`src/rtl/hazard_forward_unit_pkg.sv`:
```
// Shared encodings for the hazard/forwarding control block: PC select codes,
// forward-select codes, stall FSM states and the register-match helper.
package hazard_forward_unit_pkg;

    localparam logic [2:0] PCSRC_SEQ = 3'b000;
    localparam logic [2:0] PCSRC_BEQ = 3'b001;
    localparam logic [2:0] PCSRC_J   = 3'b010;
    localparam logic [2:0] PCSRC_JR  = 3'b011;

    localparam logic [1:0] FWD_RF  = 2'b00;
    localparam logic [1:0] FWD_WB  = 2'b01;
    localparam logic [1:0] FWD_MEM = 2'b10;

    localparam logic [1:0] FWDJR_RF  = 2'b00;
    localparam logic [1:0] FWDJR_EX  = 2'b01;
    localparam logic [1:0] FWDJR_MEM = 2'b10;
    localparam logic [1:0] FWDJR_WB  = 2'b11;

    localparam logic [1:0] BUB_NONE = 2'd0;
    localparam logic [1:0] BUB_ONE  = 2'd1;
    localparam logic [1:0] BUB_TWO  = 2'd2;

    typedef enum logic {
        ST_RUN  = 1'b0,
        ST_HOLD = 1'b1
    } hz_state_t;

    // $0 is hardwired to zero, so it never produces a dependency.
    function automatic logic reg_hit(input logic [4:0] dst, input logic [4:0] src,
                                     input logic en);
        return en && (dst == src) && (dst != 5'd0);
    endfunction

endpackage

```
`src/rtl/hazard_fwd_sel.sv`:
```
// Priority forward-select: for each source register, pick the code of the
// youngest enabled producer level (0 youngest); 00 when nobody matches.
module hazard_fwd_sel
    import hazard_forward_unit_pkg::*;
#(
    parameter int         NSRC  = 2,
    parameter logic [1:0] CODE0 = FWD_MEM,
    parameter logic [1:0] CODE1 = FWD_WB,
    parameter logic [1:0] CODE2 = FWD_RF
) (
    input  logic [NSRC*5-1:0] src_i,
    input  logic [4:0]        dst0_i,
    input  logic              en0_i,
    input  logic [4:0]        dst1_i,
    input  logic              en1_i,
    input  logic [4:0]        dst2_i,
    input  logic              en2_i,
    output logic [NSRC*2-1:0] sel_o
);

    always_comb begin
        sel_o = '0;
        for (int i = 0; i < NSRC; i++) begin
            if (reg_hit(dst0_i, src_i[i*5 +: 5], en0_i)) begin
                sel_o[i*2 +: 2] = CODE0;
            end else if (reg_hit(dst1_i, src_i[i*5 +: 5], en1_i)) begin
                sel_o[i*2 +: 2] = CODE1;
            end else if (reg_hit(dst2_i, src_i[i*5 +: 5], en2_i)) begin
                sel_o[i*2 +: 2] = CODE2;
            end
        end
    end

endmodule

```
`src/rtl/hazard_forward_unit.sv`:
```
// Pipeline hazard/forwarding control for the 5-stage MIPS core: forward
// selects, load-use/jr stall FSM, branch/jump flushes, irq entry, counters.
module hazard_forward_unit
    import hazard_forward_unit_pkg::*;
#(
    parameter int CNT_W = 16
) (
    input  logic             clk,
    input  logic             reset,
    input  logic [4:0]       IF_ID_Rs,
    input  logic [4:0]       IF_ID_Rt,
    input  logic             IF_ID_UsesRt,
    input  logic [2:0]       PCSrc,
    input  logic [4:0]       ID_EX_Rs,
    input  logic [4:0]       ID_EX_Rt,
    input  logic [4:0]       ID_EX_WriteReg,
    input  logic             ID_EX_RegWrite,
    input  logic             ID_EX_MemRead,
    input  logic [4:0]       EX_MEM_WriteReg,
    input  logic             EX_MEM_RegWrite,
    input  logic             EX_MEM_MemRead,
    input  logic [4:0]       MEM_WB_WriteReg,
    input  logic             MEM_WB_RegWrite,
    input  logic             branch_taken,
    input  logic             irq,
    input  logic             in_kernel,
    output logic [1:0]       ForwardA,
    output logic [1:0]       ForwardB,
    output logic [1:0]       ForwardJR,
    output logic             PC_Write,
    output logic             IF_ID_Write,
    output logic             IF_ID_Flush,
    output logic             ID_EX_Flush,
    output logic             irq_take,
    output logic [CNT_W-1:0] stall_cycles,
    output logic [CNT_W-1:0] flush_events
);

    localparam logic [CNT_W-1:0] CNT_ONE = {{(CNT_W-1){1'b0}}, 1'b1};

    hz_state_t        state_q, state_d;
    logic [1:0]       rem_q, rem_d;
    logic             irq_pend_q, irq_pend_d;
    logic [CNT_W-1:0] stall_cnt_q, stall_cnt_d;
    logic [CNT_W-1:0] flush_cnt_q, flush_cnt_d;

    logic             is_jr;
    logic             load_use;
    logic             jr_ex_load;
    logic             jr_mem_load;
    logic [1:0]       bubbles;
    logic             stall;
    logic             br_flush;
    logic             jump_flush;
    logic             flush_evt;
    logic             take;

    function automatic logic [CNT_W-1:0] sat_inc(input logic [CNT_W-1:0] v, input logic en);
        if (en && (v != '1)) begin
            return v + CNT_ONE;
        end
        return v;
    endfunction

    hazard_fwd_sel #(
        .NSRC  (2),
        .CODE0 (FWD_MEM),
        .CODE1 (FWD_WB),
        .CODE2 (FWD_RF)
    ) u_fwd_ab (
        .src_i  ({ID_EX_Rt, ID_EX_Rs}),
        .dst0_i (EX_MEM_WriteReg),
        .en0_i  (EX_MEM_RegWrite),
        .dst1_i (MEM_WB_WriteReg),
        .en1_i  (MEM_WB_RegWrite),
        .dst2_i (5'd0),
        .en2_i  (1'b0),
        .sel_o  ({ForwardB, ForwardA})
    );

    // Loads are excluded from the jr levels: their data is not ready, the stall covers them.
    hazard_fwd_sel #(
        .NSRC  (1),
        .CODE0 (FWDJR_EX),
        .CODE1 (FWDJR_MEM),
        .CODE2 (FWDJR_WB)
    ) u_fwd_jr (
        .src_i  (IF_ID_Rs),
        .dst0_i (ID_EX_WriteReg),
        .en0_i  (ID_EX_RegWrite && !ID_EX_MemRead),
        .dst1_i (EX_MEM_WriteReg),
        .en1_i  (EX_MEM_RegWrite && !EX_MEM_MemRead),
        .dst2_i (MEM_WB_WriteReg),
        .en2_i  (MEM_WB_RegWrite),
        .sel_o  (ForwardJR)
    );

    assign is_jr    = (PCSrc == PCSRC_JR);
    assign load_use = ID_EX_MemRead &&
                      (reg_hit(ID_EX_WriteReg, IF_ID_Rs, 1'b1) ||
                       reg_hit(ID_EX_WriteReg, IF_ID_Rt, IF_ID_UsesRt));
    assign jr_ex_load = is_jr && reg_hit(ID_EX_WriteReg, IF_ID_Rs, ID_EX_MemRead);
    // An EX/MEM load only matters to jr if no younger ID/EX writer shadows it.
    assign jr_mem_load = is_jr &&
                         !reg_hit(ID_EX_WriteReg, IF_ID_Rs, ID_EX_RegWrite) &&
                         reg_hit(EX_MEM_WriteReg, IF_ID_Rs, EX_MEM_MemRead);

    assign bubbles = jr_ex_load                ? BUB_TWO :
                     (load_use || jr_mem_load) ? BUB_ONE : BUB_NONE;

    assign stall      = !reset && !branch_taken &&
                        ((state_q == ST_HOLD) || (bubbles != BUB_NONE));
    assign br_flush   = !reset && branch_taken;
    assign jump_flush = !reset && ((PCSrc == PCSRC_J) || (is_jr && !stall));
    assign flush_evt  = br_flush || jump_flush;
    assign take       = !reset && irq_pend_q && (state_q == ST_RUN) && !stall &&
                        !branch_taken && (PCSrc == PCSRC_SEQ);

    always_comb begin
        state_d = state_q;
        rem_d   = rem_q;
        if (branch_taken) begin
            state_d = ST_RUN;
            rem_d   = 2'd0;
        end else if (state_q == ST_HOLD) begin
            if (rem_q <= 2'd1) begin
                state_d = ST_RUN;
                rem_d   = 2'd0;
            end else begin
                rem_d = rem_q - 2'd1;
            end
        end else if (bubbles == BUB_TWO) begin
            state_d = ST_HOLD;
            rem_d   = bubbles - 2'd1;
        end
    end

    always_comb begin
        irq_pend_d  = take ? 1'b0 : (irq_pend_q || (irq && !in_kernel));
        stall_cnt_d = sat_inc(stall_cnt_q, stall);
        flush_cnt_d = sat_inc(flush_cnt_q, flush_evt);
    end

    always_ff @(posedge clk) begin
        if (reset) begin
            state_q     <= ST_RUN;
            rem_q       <= 2'd0;
            irq_pend_q  <= 1'b0;
            stall_cnt_q <= '0;
            flush_cnt_q <= '0;
        end else begin
            state_q     <= state_d;
            rem_q       <= rem_d;
            irq_pend_q  <= irq_pend_d;
            stall_cnt_q <= stall_cnt_d;
            flush_cnt_q <= flush_cnt_d;
        end
    end

    assign PC_Write     = !stall;
    assign IF_ID_Write  = !stall;
    assign IF_ID_Flush  = br_flush || jump_flush;
    assign ID_EX_Flush  = br_flush || stall;
    assign irq_take     = take;
    assign stall_cycles = stall_cnt_q;
    assign flush_events = flush_cnt_q;

endmodule

```
`config.mk`:
```
export PLATFORM = sky130hd
export DESIGN_NAME = hazard_forward_unit
export DESIGN_NICKNAME = d
export VERILOG_FILES = /design/src/rtl/hazard_forward_unit_pkg.sv /design/src/rtl/hazard_fwd_sel.sv /design/src/rtl/hazard_forward_unit.sv
export SDC_FILE = /design/constraint.sdc
export NUM_CORES = 1
export LEC_CHECK = 0
export ABC_AREA = 0
export CORE_MARGIN = 2
export CORE_UTILIZATION = 50
export CTS_BUF_LIST = sky130_fd_sc_hd__clkbuf_8
export DETAILED_ROUTE_END_ITERATION = 16
export GPL_TIMING_DRIVEN = 0
export PLACE_DENSITY = 0.95
export SLEW_MARGIN = 10
export SYNTH_ARGS = -nofsm -noshare
export SYNTH_HDL_FRONTEND = slang
export SYNTH_SLANG_ARGS = --single-unit
```
`constraint.sdc`:
```
create_clock -name clk -period 3.5 [get_ports clk]
set_input_delay 0.525 -clock clk [delete_from_list [all_inputs] [get_ports clk]]
set_output_delay 0.525 -clock clk [all_outputs]
set_load 0.05 [all_outputs]
```
==> metrics.yaml, run 1 <==
yosys:
  synthFlopType: "dfxtp_1"
  post_synth_fa_ha_maj_area_fraction_pct: 1.01
  seq_area_frac_synth_pct: 29.2
  synth_compound_area_share_pct: 13.0
  synth_xor_area_share_pct: 19.5
  synth_cell_types: 53
  synth-seq-cells: 36
  synth_top_family_by_area: "simple AND/OR/NAND/NOR gates"
  netlist_area_sq_mm: 0.00247
  synth-simple-area-share_pct: 31.1
  syn_area_per_cell_sq_um: 8.28
  synth_mux_area_share_pct: 2.99
  synth_edf_count: 0
  syn_inst: 298
  async_reset_ff_share_pct: 0
  syn_nets: 349
  yosysWarnings: 0
floorplan:
  io_pins: 92
  chipWidth_um: 74.3
  fp.coreArea_sq_mm: 0.00475
  num_rows: 25
  design.die.area_sq_mm: 0.00552
  die_h_um: 74.3
  start_util_pct: 51.9
sta:
  finalSetupViolCount: 0
  whs_ns: 0.447
  max_clock_freq_mhz: 297
  relSlewSlack_pct: 62.6
  drv_slew: 0
  tightest_slew_ns: 0.560
  period_needed_ns: 3.36
  min_period_over_period_pct: 96.0
  finalClockSkew_ns: 0.00704
  fin_ws_ns: 0.138
  finalHoldViolCount: 0
final_layout:
  fillers: 357
  design_area_sq_mm: 0.00352
  synthToLayoutAreaGrowth_pct: 42.7
  fin_nets: 446
  drive_gt1_share_pct: 8.08
  diodes: 0
cts:
  cts-root-buf: "clkbuf_8"
  htreeDepth: 2
  insertion_delay_ns: 0.29
  ctsHoldBuffers: 0
  clockBufferDepth: 2
  cts_tree: "built"
  clkSinkCount: 36
  cts_post_setup_buffers_inserted: 0
  numCtsBuffers: 5
  path_clk_slew_ns: 0.06
critical_path:
  cp-end-kind: "output pin"
  path_buf_inv: 2
  critPathMaxFanout: 5
  cp_slowest_cell: "clkdlybuf4s50_1"
  required_ns: 2.97
  cp-start-kind: "input port"
  arrival_ns: 2.84
  path_common_cell: "nor2_1"
  crit_chain: "clkdlybuf4s50_1, xnor2_1, nor4b_1, nand3b_1, a41o_1, or2_4, a21oi_1, nor2_1, nor2_1, clkbuf_4"
  crit_cells: 10
  reg2reg_setup_slack_ns: 1.16
  r2r_cells: 9
  r2r_start: "flush_events[0]$_SDFFE_PP0P_"
  worstReg2RegEnd: "flush_events[5]$_SDFFE_PP0P_"
  max_stage_delay_ns: 0.50
  cp-startpoint: "IF_ID_Rs[2]"
  crit_family: "simple AND/OR/NAND/NOR gates"
  worstSetupPathType: "in -> out"
  critPathCapture: "IF_ID_Flush"
route:
  wl_per_cell_um: 15.0
  dr.pass1.iters: 4
  postRouteAntennaNets: 0
  drc: 0
  vias_per_cell: 5.56
  routed_wl_um: 6930
  dr_total_vias: 2572
  drtIter0Drc: 169
place:
  dp_hpwl_um: 5510
  port_buffers: 90
  placed_cell_area_sq_mm: 0.00345
  gp_congestion: 0.956
  dp_slack_ns: -0.484
power_and_ir_drop:
  vdd_drop_max_v: 0.000229
  p_per_area_mw_per_mm2: 261
  p_leak_nw: 1.31
global_route:
  grt_usage_pct: 26.2
  grt_max_degree: 12
  grt_antenna_before_repair: 0
  grt_pass1_vias: 2428
  gr-total-overflow: 0
  grt_pass1_wl_um: 11200
worst_hold_path:
  hold_depth: 2
  hold_path_class: "reg -> reg"
  hold_start: "rem_q[1]$_SDFFE_PP0P_"
status:
  outcome: "finished, final reports clean"
run:
  maxCapViolCount: 0
==> registers in the layout, summed over array words and instances (netlist names) <==
register,count
flush_events,16
irq_pend_q,1
rem_q,2
stall_cycles,16
state_q,1
==> layout make-up <==
cell class                      count  area, sq um  share of cell area [%]
Inverter                            9         33.8                   0.959
Sequential cell                    36          721                    20.5
Tap cell                           67         83.8                    2.38
Buffer                              9         46.3                    1.31
Clock buffer                        6         82.6                    2.34
Multi-Input combinational cell    244         1670                    47.5
Timing Repair Buffer               90          876                    24.9
Clock inverter                      2         7.51                   0.213
==> routing by layer <==
metal	track usage (%)	up-vias	wire length, um
li1	-	1242	-
met2	47.1	93	3570
met1	30.4	1219	2820
met4	9.52	0	187
met3	5.83	18	356
met5	0	-	0
==> timing repair <==
action	in CTS	in global routing
gates cloned	0	0
resized for setup	14	10
endpoints found under the setup margin	9	5
==> synthesized netlist by cell type (all sizes together), types with 2 or more instances <==
cell     n  area share (%)
o211ai   2            0.61
o41ai    2             1.8
nor2b    5             1.3
a41o     3             1.3
nor4b    4             1.7
inv      9             1.4
xor2    28             9.9
xnor2   27             9.6
nor2    33             5.1
nor4     7             2.0
ha       2             1.0
or3      2            0.71
buf      3            0.96
and4     3             1.1
nand4b   3             1.1
a21oi   12             2.4
mux2i    4             1.6
o21ai    6             1.2
a21o     3             1.0
and3     8             2.0
nand2b   2            0.51
nor3    14             2.8
dfxtp   36              29
mux2     3             1.4
nand4    6             1.5
nand2   27             4.1
and2     4             1.1
or4      4             1.2
clkbuf   6            0.91
nand3   19             3.9
==> power breakdown <==
part | leakage [nW] | internal, W | switching, W
Combinational | 0.961 | 0.0000956 | 0.000104
Sequential | 0.290 | 0.000413 | 0.00000513
Clock | 0.0538 | 0.000155 | 0.000147
==> per-stage QoR <==
| stage | util (%) | instances | setup TNS, ns | total power [W] |
|---|---|---|---|---|
| floorplan | - | 298 | -0.248 | 0.000526 |
| global placement | 72.6 | 455 | -1.56 | 0.000620 |
| detailed placement | 72.6 | 455 | -1.90 | 0.000627 |
| CTS | 74.4 | 463 | 0 | 0.000925 |
| global route | 74.1 | 463 | -0.00906 | 0.000955 |
| finish | 74.1 | 463 | 0 | 0.000920 |
==> tightest hold or removal path, stage by stage, from the launching register on <==
cell     delay (ns)
dfxtp_1        0.31
nand2_1        0.06
a21oi_1        0.04
==> how the worst min path moves through the flow <==
| stage | end | slack, ns |
|---|---|---|
| 2_1_floorplan | rem_q[1]$_SDFFE_PP0P_ | 0.41 |
| 3_3_place_gp | rem_q[1]$_SDFFE_PP0P_ | 0.42 |
| 3_5_place_dp | rem_q[1]$_SDFFE_PP0P_ | 0.44 |
| 4_1_cts | rem_q[1]$_SDFFE_PP0P_ | 0.44 |
| 5_1_grt | rem_q[1]$_SDFFE_PP0P_ | 0.46 |
| 6_report | rem_q[1]$_SDFFE_PP0P_ | 0.45 |
==> cells in the final DEF, fill, tap and decap left out, types with 2 or more instances in the layout <==
master	count
clkdlybuf4s50_1	81
dfxtp_1	36
nor2_1	32
xor2_1	28
xnor2_1	27
nand2_1	27
nand3_1	19
nor3_1	14
a21oi_1	12
inv_1	11
and3_1	8
nor4_1	6
clkbuf_1	6
nand4_1	6
clkbuf_8	6
o21ai_0	5
nor2b_1	5
or4_1	4
mux2i_1	4
dlygate4sd2_1	4
nor4b_1	3
nand4b_1	3
and4_1	3
and2_1	3
nand2b_1	2
a41o_1	2
buf_2	2
o211ai_1	2
mux2_2	2
a21o_2	2
ha_1	2
buf_4	2
clkbuf_2	2
==> cells by family (layout without fill, tap and decap cells) <==
kind of cell | after synthesis | in the layout
AND/OR/NAND/NOR | 144 | 144
XOR/XNOR | 55 | 55
AO/OA/AOI/OAI | 36 | 36
flip-flops | 36 | 36
buffers and inverters | 18 | 116
multiplexers | 7 | 7
adder cells (fa/ha/maj) | 2 | 2
No activity file was read; power rests on OpenSTA's default activity.
==> run 2: changes to the inputs <==
==> constraint.sdc (replaced) <==
create_clock -name clk -period 3.5 [get_ports clk]
set_input_delay 0.7 -clock clk [delete_from_list [all_inputs] [get_ports clk]]
set_output_delay 0.7 -clock clk [all_outputs]
set_load 0.05 [all_outputs]
==> metrics.yaml, run 2 (synthesis gave the netlist of run 1 again) <==
power_and_ir_drop:
  p_leak_nw: 1.37  # +4.8%
  vdd_drop_max_v: 0.000284  # +24%
  p_per_area_mw_per_mm2: 255  # -2.5%
cts:
  cts_tree: "built"
  ctsHoldBuffers: 0  # unchanged
  path_clk_slew_ns: 0.07  # about the same
  clockBufferDepth: 2  # unchanged
  numCtsBuffers: 5  # unchanged
  clkSinkCount: 36  # unchanged
  insertion_delay_ns: 0.30  # about the same
  cts-root-buf: "clkbuf_8"
  htreeDepth: 2  # unchanged
global_route:
  grt_pass1_wl_um: 11800  # +5.7%
  grt_max_degree: 12  # unchanged
  grt_antenna_before_repair: 0  # unchanged
  grt_usage_pct: 27.4  # +1.3 points
  grt_pass1_vias: 2527  # +4.1%
  gr-total-overflow: 0  # unchanged
final_layout:
  design_area_sq_mm: 0.00362  # +2.7%
  fin_nets: 449  # +0.67%
  final_common_cell: "clkdlybuf4s50_1"
  drive_gt1_share_pct: 12.8  # +4.7 points
  final_cell_mix: "clkdlybuf4s50_1, dfxtp_1, nor2_1"
  synthToLayoutAreaGrowth_pct: 46.6
  diodes: 0  # unchanged
sta:
  period_needed_ns: 3.48  # +0.114 ns
  max_clock_freq_mhz: 288  # -3.3%
  relSlewSlack_pct: 62.8  # +0.21 points
  finalSetupViolCount: 0  # unchanged
  tightest_slew_ns: 0.557  # -0.00318 ns
  fin_ws_ns: 0.0240  # -0.114 ns
  finalClockSkew_ns: 0.00656  # -0.000475 ns
  drv_slew: 0  # unchanged
  min_period_over_period_pct: 99.3  # +3.3 points
  finalHoldViolCount: 0  # unchanged
worst_hold_path:
  hold_path_class: "reg -> reg"
route:
  drtIter0Drc: 176  # +4.1%
  vias_per_cell: 5.62  # +1.2%
  dr_total_vias: 2621  # +1.9%
  wl_per_cell_um: 16.4  # +9.4%
  postRouteAntennaNets: 0  # unchanged
  routed_wl_um: 7630  # +10%
  drc: 0  # unchanged
  dr.pass1.iters: 4  # unchanged
critical_path:
  cp_slowest_cell: "clkdlybuf4s50_1"
  path_common_cell: "nor2_1"
  max_stage_delay_ns: 0.50  # about the same
  cp-start-kind: "input port"
  critPathMaxFanout: 4  # -1
  worstSetupPathType: "in -> out"
  crit_chain: "clkdlybuf4s50_1, nand2b_4, nor4b_4, nand3b_1, a41o_1, or2_4, a21oi_2, nor2_1, nor2_1, buf_6"
  cp-end-kind: "output pin"
  required_ns: 2.80  # -0.17 ns
  arrival_ns: 2.78  # -0.06 ns
place:
  port_buffers: 90  # unchanged
  placed_cell_area_sq_mm: 0.00348  # +0.72%
  dp_slack_ns: -0.852  # -0.368 ns
  gp_congestion: 0.956  # about the same
  dp_hpwl_um: 5450  # -1.1%
floorplan:
  design.die.area_sq_mm: 0.00552  # unchanged
  die_h_um: 74.3  # unchanged
  fp.coreArea_sq_mm: 0.00475  # unchanged
  chipWidth_um: 74.3  # unchanged
  io_pins: 92  # unchanged
  num_rows: 25  # unchanged
  start_util_pct: 51.9  # unchanged
status:
  outcome: "finished, final reports clean"
run:
  maxCapViolCount: 0  # unchanged
[run 2: changes by cell type in the layout (fill, tap and decap cells not counted), sizes merged]
cell,previous run,this run
clkdlybuf4s50,81,69
clkdlybuf4s15,0,2
buf,5,10
clkinv,0,1
dlygate4sd2,4,10
dlymetal6s2s,0,2
clkbuf,15,14
[run 2: final cells by class]
class                      count  area, sq um
buffer                         9         48.8
sequential                    36          721
inverter                       9         33.8
tap                           67         83.8
clock inverter                 3         16.3
fill                         324         1140
multi-input combinational    244         1750
clock buffer                   5         68.8
timing repair buffer          93          897
[run 2: per-layer routing]
metal	global-route usage, %	routed length [um]
met3	5.15	479
met4	10.3	177
met2	48.7	3880
met1	32.9	3090
met5	0	0
[run 2: worst paths after layout]
path                                                   start                       endpoint  slack, ns  cells past startpoint
worst max-delay path                          ID_EX_RegWrite                    IF_ID_Flush       0.02                     10
worst min-delay path                   rem_q[1]$_SDFFE_PP0P_          rem_q[1]$_SDFFE_PP0P_       0.47                      2
worst max register to register  flush_events[7]$_SDFFE_PP0P_  flush_events[13]$_SDFFE_PP0P_       1.09                      8
worst min register to register         rem_q[1]$_SDFFE_PP0P_          rem_q[1]$_SDFFE_PP0P_       0.47                      2
[run 2: worst max-delay path: cells and delay by family]
family          cells  cell delay [ns]
simple gates        6             0.98
compound gates      2             0.40
buf+inv             2             0.68
[run 2: report_power, final]
| part | switching [W] | internal [W] | total, W |
|---|---|---|---|
| logic | 0.000115 | 0.0000976 | 0.000213 |
| clock network | 0.000155 | 0.000136 | 0.000291 |
| registers | 0.00000453 | 0.000413 | 0.000418 |
[run 2: through the flow]
stage / setup TNS [ns] / utilization, % / std cells / hold WS, ns / total power (W)
global placement: -4.45 / 73.2 / 455 / 0.421 / 0.000623
finish: 0 / 76.1 / 466 / 0.472 / 0.000922
detailed placement: -4.86 / 73.2 / 455 / 0.431 / 0.000629
floorplan: 0 / - / 298 / 0.412 / 0.000528
CTS: 0 / 75.4 / 463 / 0.441 / 0.000915
global route: -0.100 / 76.1 / 466 / 0.489 / 0.000960
[run 2: repair_timing]
item | in CTS | in global routing
pin swaps | 2 | 5
buffers inserted | 0 | 3
hold endpoints to repair | 0 | 0
gates resized for setup | 48 | 21
setup endpoints to repair | 11 | 8
